File: config.mk
export PLATFORM = sky130hd
export DESIGN_NAME = fifo_wr_arbiter
export DESIGN_NICKNAME = d
export VERILOG_FILES = /design/src/rtl/fifo_wr_arbiter.sv
export SDC_FILE = /design/constraint.sdc
export NUM_CORES = 1
export LEC_CHECK = 0
export CAP_MARGIN = 30
export CORE_MARGIN = 5
export CORE_UTILIZATION = 37
export DETAILED_ROUTE_END_ITERATION = 16
export PLACE_DENSITY = 0.86
export SLEW_MARGIN = 20
export SYNTH_ARGS = -nofsm -noshare
export SYNTH_HDL_FRONTEND = slang
export SYNTH_SLANG_ARGS = --single-unit
File: constraint.sdc
create_clock -name clk -period 3.7 [get_ports clk]
set_clock_uncertainty 0.2 [all_clocks]
set_input_delay 0.74 -clock clk [delete_from_list [all_inputs] [get_ports clk]]
set_output_delay 0.74 -clock clk [all_outputs]
set_load 0.02 [all_outputs]
File: src/rtl/fifo_wr_arbiter.sv
// Round-robin write-port arbiter feeding one synchronous FIFO, in bursts of up to MAX_BURST beats.
// Define FIFO_ARB_STALL_CNT_EN to build the saturating full-stall cycle counter.
module fifo_wr_arbiter #(
  parameter int unsigned NUM_REQ    = 4,
  parameter int unsigned DATA_WIDTH = 8,
  parameter int unsigned MAX_BURST  = 4,
  localparam int unsigned OW        = $clog2(NUM_REQ),
  localparam int unsigned BW        = $clog2(MAX_BURST + 1)
) (
  input  logic                          clk,
  input  logic                          rst,
  input  logic [NUM_REQ-1:0]            req,
  input  logic [NUM_REQ*DATA_WIDTH-1:0] req_data,
  output logic [NUM_REQ-1:0]            ack,
  input  logic                          fifo_full,
  output logic                          fifo_wr_cs,
  output logic                          fifo_wr_en,
  output logic [DATA_WIDTH-1:0]         fifo_data,
  output logic                          busy,
  output logic [OW-1:0]                 owner,
  output logic [15:0]                   stall_cnt
);

  typedef enum logic [0:0] {StIdle, StBurst} state_e;

  state_e        state_q;
  logic [OW-1:0] grant_idx_q;
  logic [OW-1:0] last_idx_q;
  logic [BW-1:0] beat_cnt_q;

  logic [OW-1:0] pick;
  logic [OW-1:0] cand;
  logic          found;
  logic          any_req;
  logic          owner_req;
  logic          beat;
  logic          burst_end;

  assign any_req   = |req;
  assign busy      = (state_q == StBurst);
  assign owner     = busy ? grant_idx_q : '0;
  assign owner_req = req[grant_idx_q];
  assign beat      = busy & owner_req & ~fifo_full;
  assign burst_end = (beat && (beat_cnt_q == BW'(MAX_BURST - 1))) || !owner_req;

  // Scan starts just past last_idx so the previous winner is considered last.
  always_comb begin
    pick  = '0;
    cand  = '0;
    found = 1'b0;
    for (int unsigned k = 1; k <= NUM_REQ; k++) begin
      cand = OW'((32'(last_idx_q) + k) % NUM_REQ);
      if (!found && req[cand]) begin
        found = 1'b1;
        pick  = cand;
      end
    end
  end

  always_comb begin
    ack       = '0;
    fifo_data = '0;
    for (int unsigned i = 0; i < NUM_REQ; i++) begin
      if (busy && (grant_idx_q == OW'(i))) begin
        ack[i]    = beat;
        fifo_data = req_data[i*DATA_WIDTH +: DATA_WIDTH];
      end
    end
  end

  assign fifo_wr_cs = beat;
  assign fifo_wr_en = beat;

  always_ff @(posedge clk) begin
    if (rst) begin
      state_q     <= StIdle;
      grant_idx_q <= '0;
      beat_cnt_q  <= '0;
      last_idx_q  <= OW'(NUM_REQ - 1);
    end else begin
      unique case (state_q)
        StIdle: begin
          if (any_req) begin
            state_q     <= StBurst;
            grant_idx_q <= pick;
            beat_cnt_q  <= '0;
            last_idx_q  <= pick;
          end
        end
        StBurst: begin
          if (burst_end) begin
            beat_cnt_q <= '0;
            if (any_req) begin
              grant_idx_q <= pick;
              last_idx_q  <= pick;
            end else begin
              state_q <= StIdle;
            end
          end else if (beat) begin
            beat_cnt_q <= beat_cnt_q + BW'(1);
          end
        end
        default: state_q <= StIdle;
      endcase
    end
  end

`ifdef FIFO_ARB_STALL_CNT_EN
  logic [15:0] stall_cnt_q;

  always_ff @(posedge clk) begin
    if (rst) begin
      stall_cnt_q <= '0;
    end else if (busy && owner_req && fifo_full && (stall_cnt_q != 16'hFFFF)) begin
      stall_cnt_q <= stall_cnt_q + 16'd1;
    end
  end

  assign stall_cnt = stall_cnt_q;
`else
  assign stall_cnt = '0;
`endif

endmodule

# Word-level counts from Yosys, hierarchy flattened
# Index checks and enable logic that the tools add are counted.
dict set report totals {
  in_bits 39
  wordCells 80
  register_bits 8
}
dict set report op_classes {
  n_eq_ne 7
  n_bitwise 4
  reduce_logical 16
  order_cmp 5
  mux 39
  add_sub_neg 5
}
# cell count
set op_table {}
lappend op_table {{2-to-1 mux 8 bit} 4}
lappend op_table {{2-to-1 mux 2 bit} 9}
lappend op_table {{less-than comparator 2 x 3 -> 1 bit, second input constant} 5}
lappend op_table {{2-to-1 mux 1 bit} 14}
lappend op_table {{binary-select mux 1 bit (select 2 bit)} 5}
lappend op_table {{2-to-1 mux 3 bit} 3}
lappend op_table {{logical AND 1 bit} 8}
lappend op_table {{case mux 2 bit (2 select lines)} 2}
lappend op_table {{case mux 3 bit (2 select lines)} 1}
lappend op_table {{adder 2 x 1 -> 2 bit, second input constant} 2}
lappend op_table {{adder 2 bit, second input constant} 2}
lappend op_table {{equality test 2 bit, second input constant} 2}
lappend op_table {{logical NOT 1 bit} 4}
lappend op_table {{OR reduction 4 bit} 1}
lappend op_table {{adder 3 x 1 -> 3 bit, second input constant} 1}
lappend op_table {{equality test 3 x 2 -> 1 bit, second input constant} 1}
lappend op_table {{inequality test 3 x 1 -> 1 bit, second input constant} 1}
lappend op_table {{AND 1 bit} 2}
lappend op_table {{equality test 2 x 1 -> 1 bit, second input constant} 1}
lappend op_table {{logical NOT 2 bit} 1}
lappend op_table {{inequality test 2 x 1 -> 1 bit, second input constant} 1}
lappend op_table {{inequality test 2 bit, second input constant} 1}
lappend op_table {{inverter 1 bit} 2}
lappend op_table {{case mux 1 bit (2 select lines)} 1}
lappend op_table {{other kinds (2)} 2}

# Logic depth before layout (Yosys ltp)
dict set report depth {
  ltp_word 16
  depth_mapped 6
  ltp_nobuf 6
}

# Least setup slack after synthesis
# No wires, ideal clock.
dict set report synth_path {
  kind {input port to output port}
  startpoint {in req[3]}
  endpoint {out ack[1]}
  path_stages 4
  required_time_ns 2.760
  arrival_ns 2.047
  setup_slack_ns 0.713
  cell_sequence {buf_2 -> mux4_2 -> nand2_1 -> nor4b_1}
}
dict set report synth_between {
  elab_chain_cells 5
}
# element line_no
set synth_rtl {}
lappend synth_rtl {{start, declared} 12} ;# input logic [NUM_REQ-1:0] req,
lappend synth_rtl {{binary-select mux 1 bit (select 2 bit)} 42} ;# assign owner_req = req[grant_idx_q];
lappend synth_rtl {{2-to-1 mux 1 bit (not written as such)} 42}
lappend synth_rtl {{AND 1 bit (2 in a row)} 43} ;# assign beat = busy & owner_req & ~fifo_full;
lappend synth_rtl {{2-to-1 mux 1 bit} 64} ;# if (busy && (grant_idx_q == OW'(i))) begin
lappend synth_rtl {{end, declared} 14} ;# output logic [NUM_REQ-1:0] ack,
# No other way between the ends. The select of a mux whose other input is x is not followed.

# Worst setup path in the final report
dict set report layout_path {
  startpoint {in req[1]}
  endpoint {out ack[3]}
}
# Same word-level chain as after synthesis.

==> run_results.csv <==
group,metric,value,unit
placement,place.gp.congestion,0.7815,
timing,timing.final.crit_share,96.39,%
timing,worst_pin_slew,774.2,ps
synthesis,yosysSeqAreaShare,16.24,%
timing,slew_headroom,47.91,%
clocking,clk_latency,250,ps
power,swShare,35.85,%
setup_path,cpPeakStageDelay,530,ps
timing,hold_violations,0,
placement,dp.cells,191,
power,p_int,253.5,uW
setup_path,worst_path_max_delay_cell,"clkdlybuf4s50_1",
timing,drv_slew,0,
layout,syn_to_final_growth,54.44,%
placement,numPortBuffers,55,
synthesis,yosysUniqueCellTypes,38,
synthesis,synth_area_leaders,"mux4_2 (21%), dfxtp_1 (16%), buf_4 (13%)",
power,ir_drop,0.1736,mV
clocking,path_clk_slew,50,ps
clocking,hold_buffers,0,
setup_path,end_kind,"output port",
drt,ant_nets,0,
floorplanning,core_area,2522,sq um
drt,vias_per_cell,5.289,
layout,drive_above_1_share,11.59,%
setup_path,critical_path_class,"primary input to output port",
timing,setup_viol,0,
clocking,cts_buffers,3,
synthesis,yosysTopAreaCell,"mux4_2",
placement,hpwl,2488,microns
power,power_switching,141.7,uW
timing,fin_crit,3566,ps
floorplanning,initial_utilization,39.09,%
clocking,htreeDepth,1,
synthesis,syn_area,985.9,sq um
global_routing,grt_pass1_wl,4312,microns
global_routing,antenna_found_initial,0,
power,p_seq_share,31.0,%
timing,rsz0062_at_grt,"no",
clocking,clock_path_buffers,2,
floorplanning,dieWidth,61.62,microns
synthesis,synth_top_area_share,20.56,%
placement,placed_area,1500,sq um
power,p_leak,0.0005808,uW
synthesis,yosys_warnings,0,
setup_path,critPathRequiredTime,2760,ps
clocking,clock-sinks,8,
outcome,status,"completed",
synthesis,synthFlopType,"dfxtp_1",
layout,design_area,1523,sq um
setup_path,start_kind,"primary input",
global_routing,grt_overflow,0,
layout,fin_nets,207,
power,p_total,395.2,uW
drt,drt_pre_antenna_iters,4,
drt,drtIter0Drc,31,
setup_path,worstPathArrival,2630,ps
power,power-per-cell-area,259.5,nW/um^2
power,p_clk_share,16.9,%
floorplanning,rows,18,
floorplanning,io_pins,72,
clocking,cts_tree,"built",
clocking,post_cts_resize_count,0,
synthesis,ys_ff_latch,8,
floorplanning,die_h,61.62,microns
global_routing,grt_pass1_vias,967,
worst_hold_path,hold_path.class,"flop to flop",
drt,drc_errors,0,
floorplanning,die-area,3797,sq um
synthesis,yosysMostFrequentCell,"buf_4",
power,p_comb_share,52.1,%
setup_path,path_cells,"clkdlybuf4s50_1 -> mux4_2 -> nand2_1 -> nor2_1 -> and3_1 -> clkdlybuf4s50_1",
synthesis,avgSynthCellArea,8.882,sq um
synthesis,synthArstFlopShare,0,%
global_routing,grt_max_degree,16,
drt,wirelength,3023,microns
setup_path,cpMostUsedCell,"clkdlybuf4s50_1",
flow_run,max_cap_violations,0,
layout,fin_cells,194,
drt,vias,1026,
synthesis,syn_inst,111,
synthesis,synth_common_cells,"buf_4 (17), and2_1 (11), mux4_2 (9)",
clocking,cts_root_buffer,"clkbuf_4",
synthesis,synth_edf_count,0,
drt,wl_per_cell,15.58,microns
setup_path,critPathMaxFanout,5,
layout,diodes,0,
timing,fin_setup_tns,0,ps
timing,timing.fmax,280.4,MHz
layout,utilization,60.37,%
global_routing,grt_usage,15.29,%
clocking,post_cts_buffers,0,
-- registers in the layout (all words and copies together) (netlist names) --
name and cells:
beat_cnt_q 3, busy 1, grant_idx_q 2, last_idx_q 2
-- power by group through the flow --
stage	Sequential (uW)	Clock [uW]	Combinational, uW
final	123	66.6	206
after global placement	122	0	200
after detailed placement	125	0	206
after CTS	123	68.3	206
after floorplan	102	0	151
after global routing	127	76.9	220
-- metrics by stage --
step	setup slack, ps	hold WS [ps]
floorplan	713.2	248.2
global placement	163.2	261.7
detailed placement	139.9	283.9
CTS	136.2	294.5
global route	6.716	323.3
finish	133.6	291.2
-- cell usage in the layout (no fill, tap or decap), types with 4 or more instances in the layout --
| cell type | instances |
|---|---|
| clkdlybuf4s50_1 | 55 |
| conb_1 | 16 |
| and2_1 | 11 |
| mux4_2 | 9 |
| dfxtp_1 | 8 |
| nor2_1 | 7 |
| inv_1 | 5 |
| buf_4 | 5 |
| o21ai_0 | 4 |
-- worst max-delay path, delay by kind of cell --
kind	cells	cell delay, ps
buffers and inverters	2	960
and+or+nand+nor	3	430
muxes	1	500
-- metal layers --
layer | share of wire [%] | global-route usage, % | up-vias
met1 | 37 | 17.11 | 471
met2 | 47 | 27.65 | 65
met5 | 0 | 0 | -
met3 | 15 | 5.451 | 4
met4 | 0.76 | 3.333 | 0
li1 | - | - | 486
-- worst paths after layout --
path	start	end	slack, ps	cells past startpoint
max	req[1]	ack[3]	130	6
min	beat_cnt_q[2]$_SDFFE_PP0P_	beat_cnt_q[2]$_SDFFE_PP0P_	290	2
max reg2reg	grant_idx_q[1]$_SDFFE_PP0P_	last_idx_q[1]$_SDFFE_PP1P_	1160	5
min reg2reg	beat_cnt_q[2]$_SDFFE_PP0P_	beat_cnt_q[2]$_SDFFE_PP0P_	290	2
-- area by class of cell --
type	instances	area, sq um
Clock buffer	3	22.52
Inverter	5	18.77
Sequential cell	8	160.2
Multi-Input combinational cell	88	695.7
Fill cell	206	999.7
Tap cell	30	37.54
Timing Repair Buffer	60	588.1
-- cells by family (layout without fill, tap and decap cells) --
| kind of cell | Yosys count | after routing | share of synthesized area [%] |
|---|---|---|---|
| AO/OA/AOI/OAI | 19 | 19 | 15.36 |
| adder cells (fa/ha/maj) | 2 | 2 | 2.538 |
| buffers and inverters | 30 | 68 | 18.91 |
| flip-flops | 8 | 8 | 16.24 |
| multiplexers | 9 | 9 | 20.56 |
| other | 1 | 16 | 0.3803 |
| AND/OR/NAND/NOR | 42 | 42 | 26.02 |
Power figures use the tool's default switching activity.
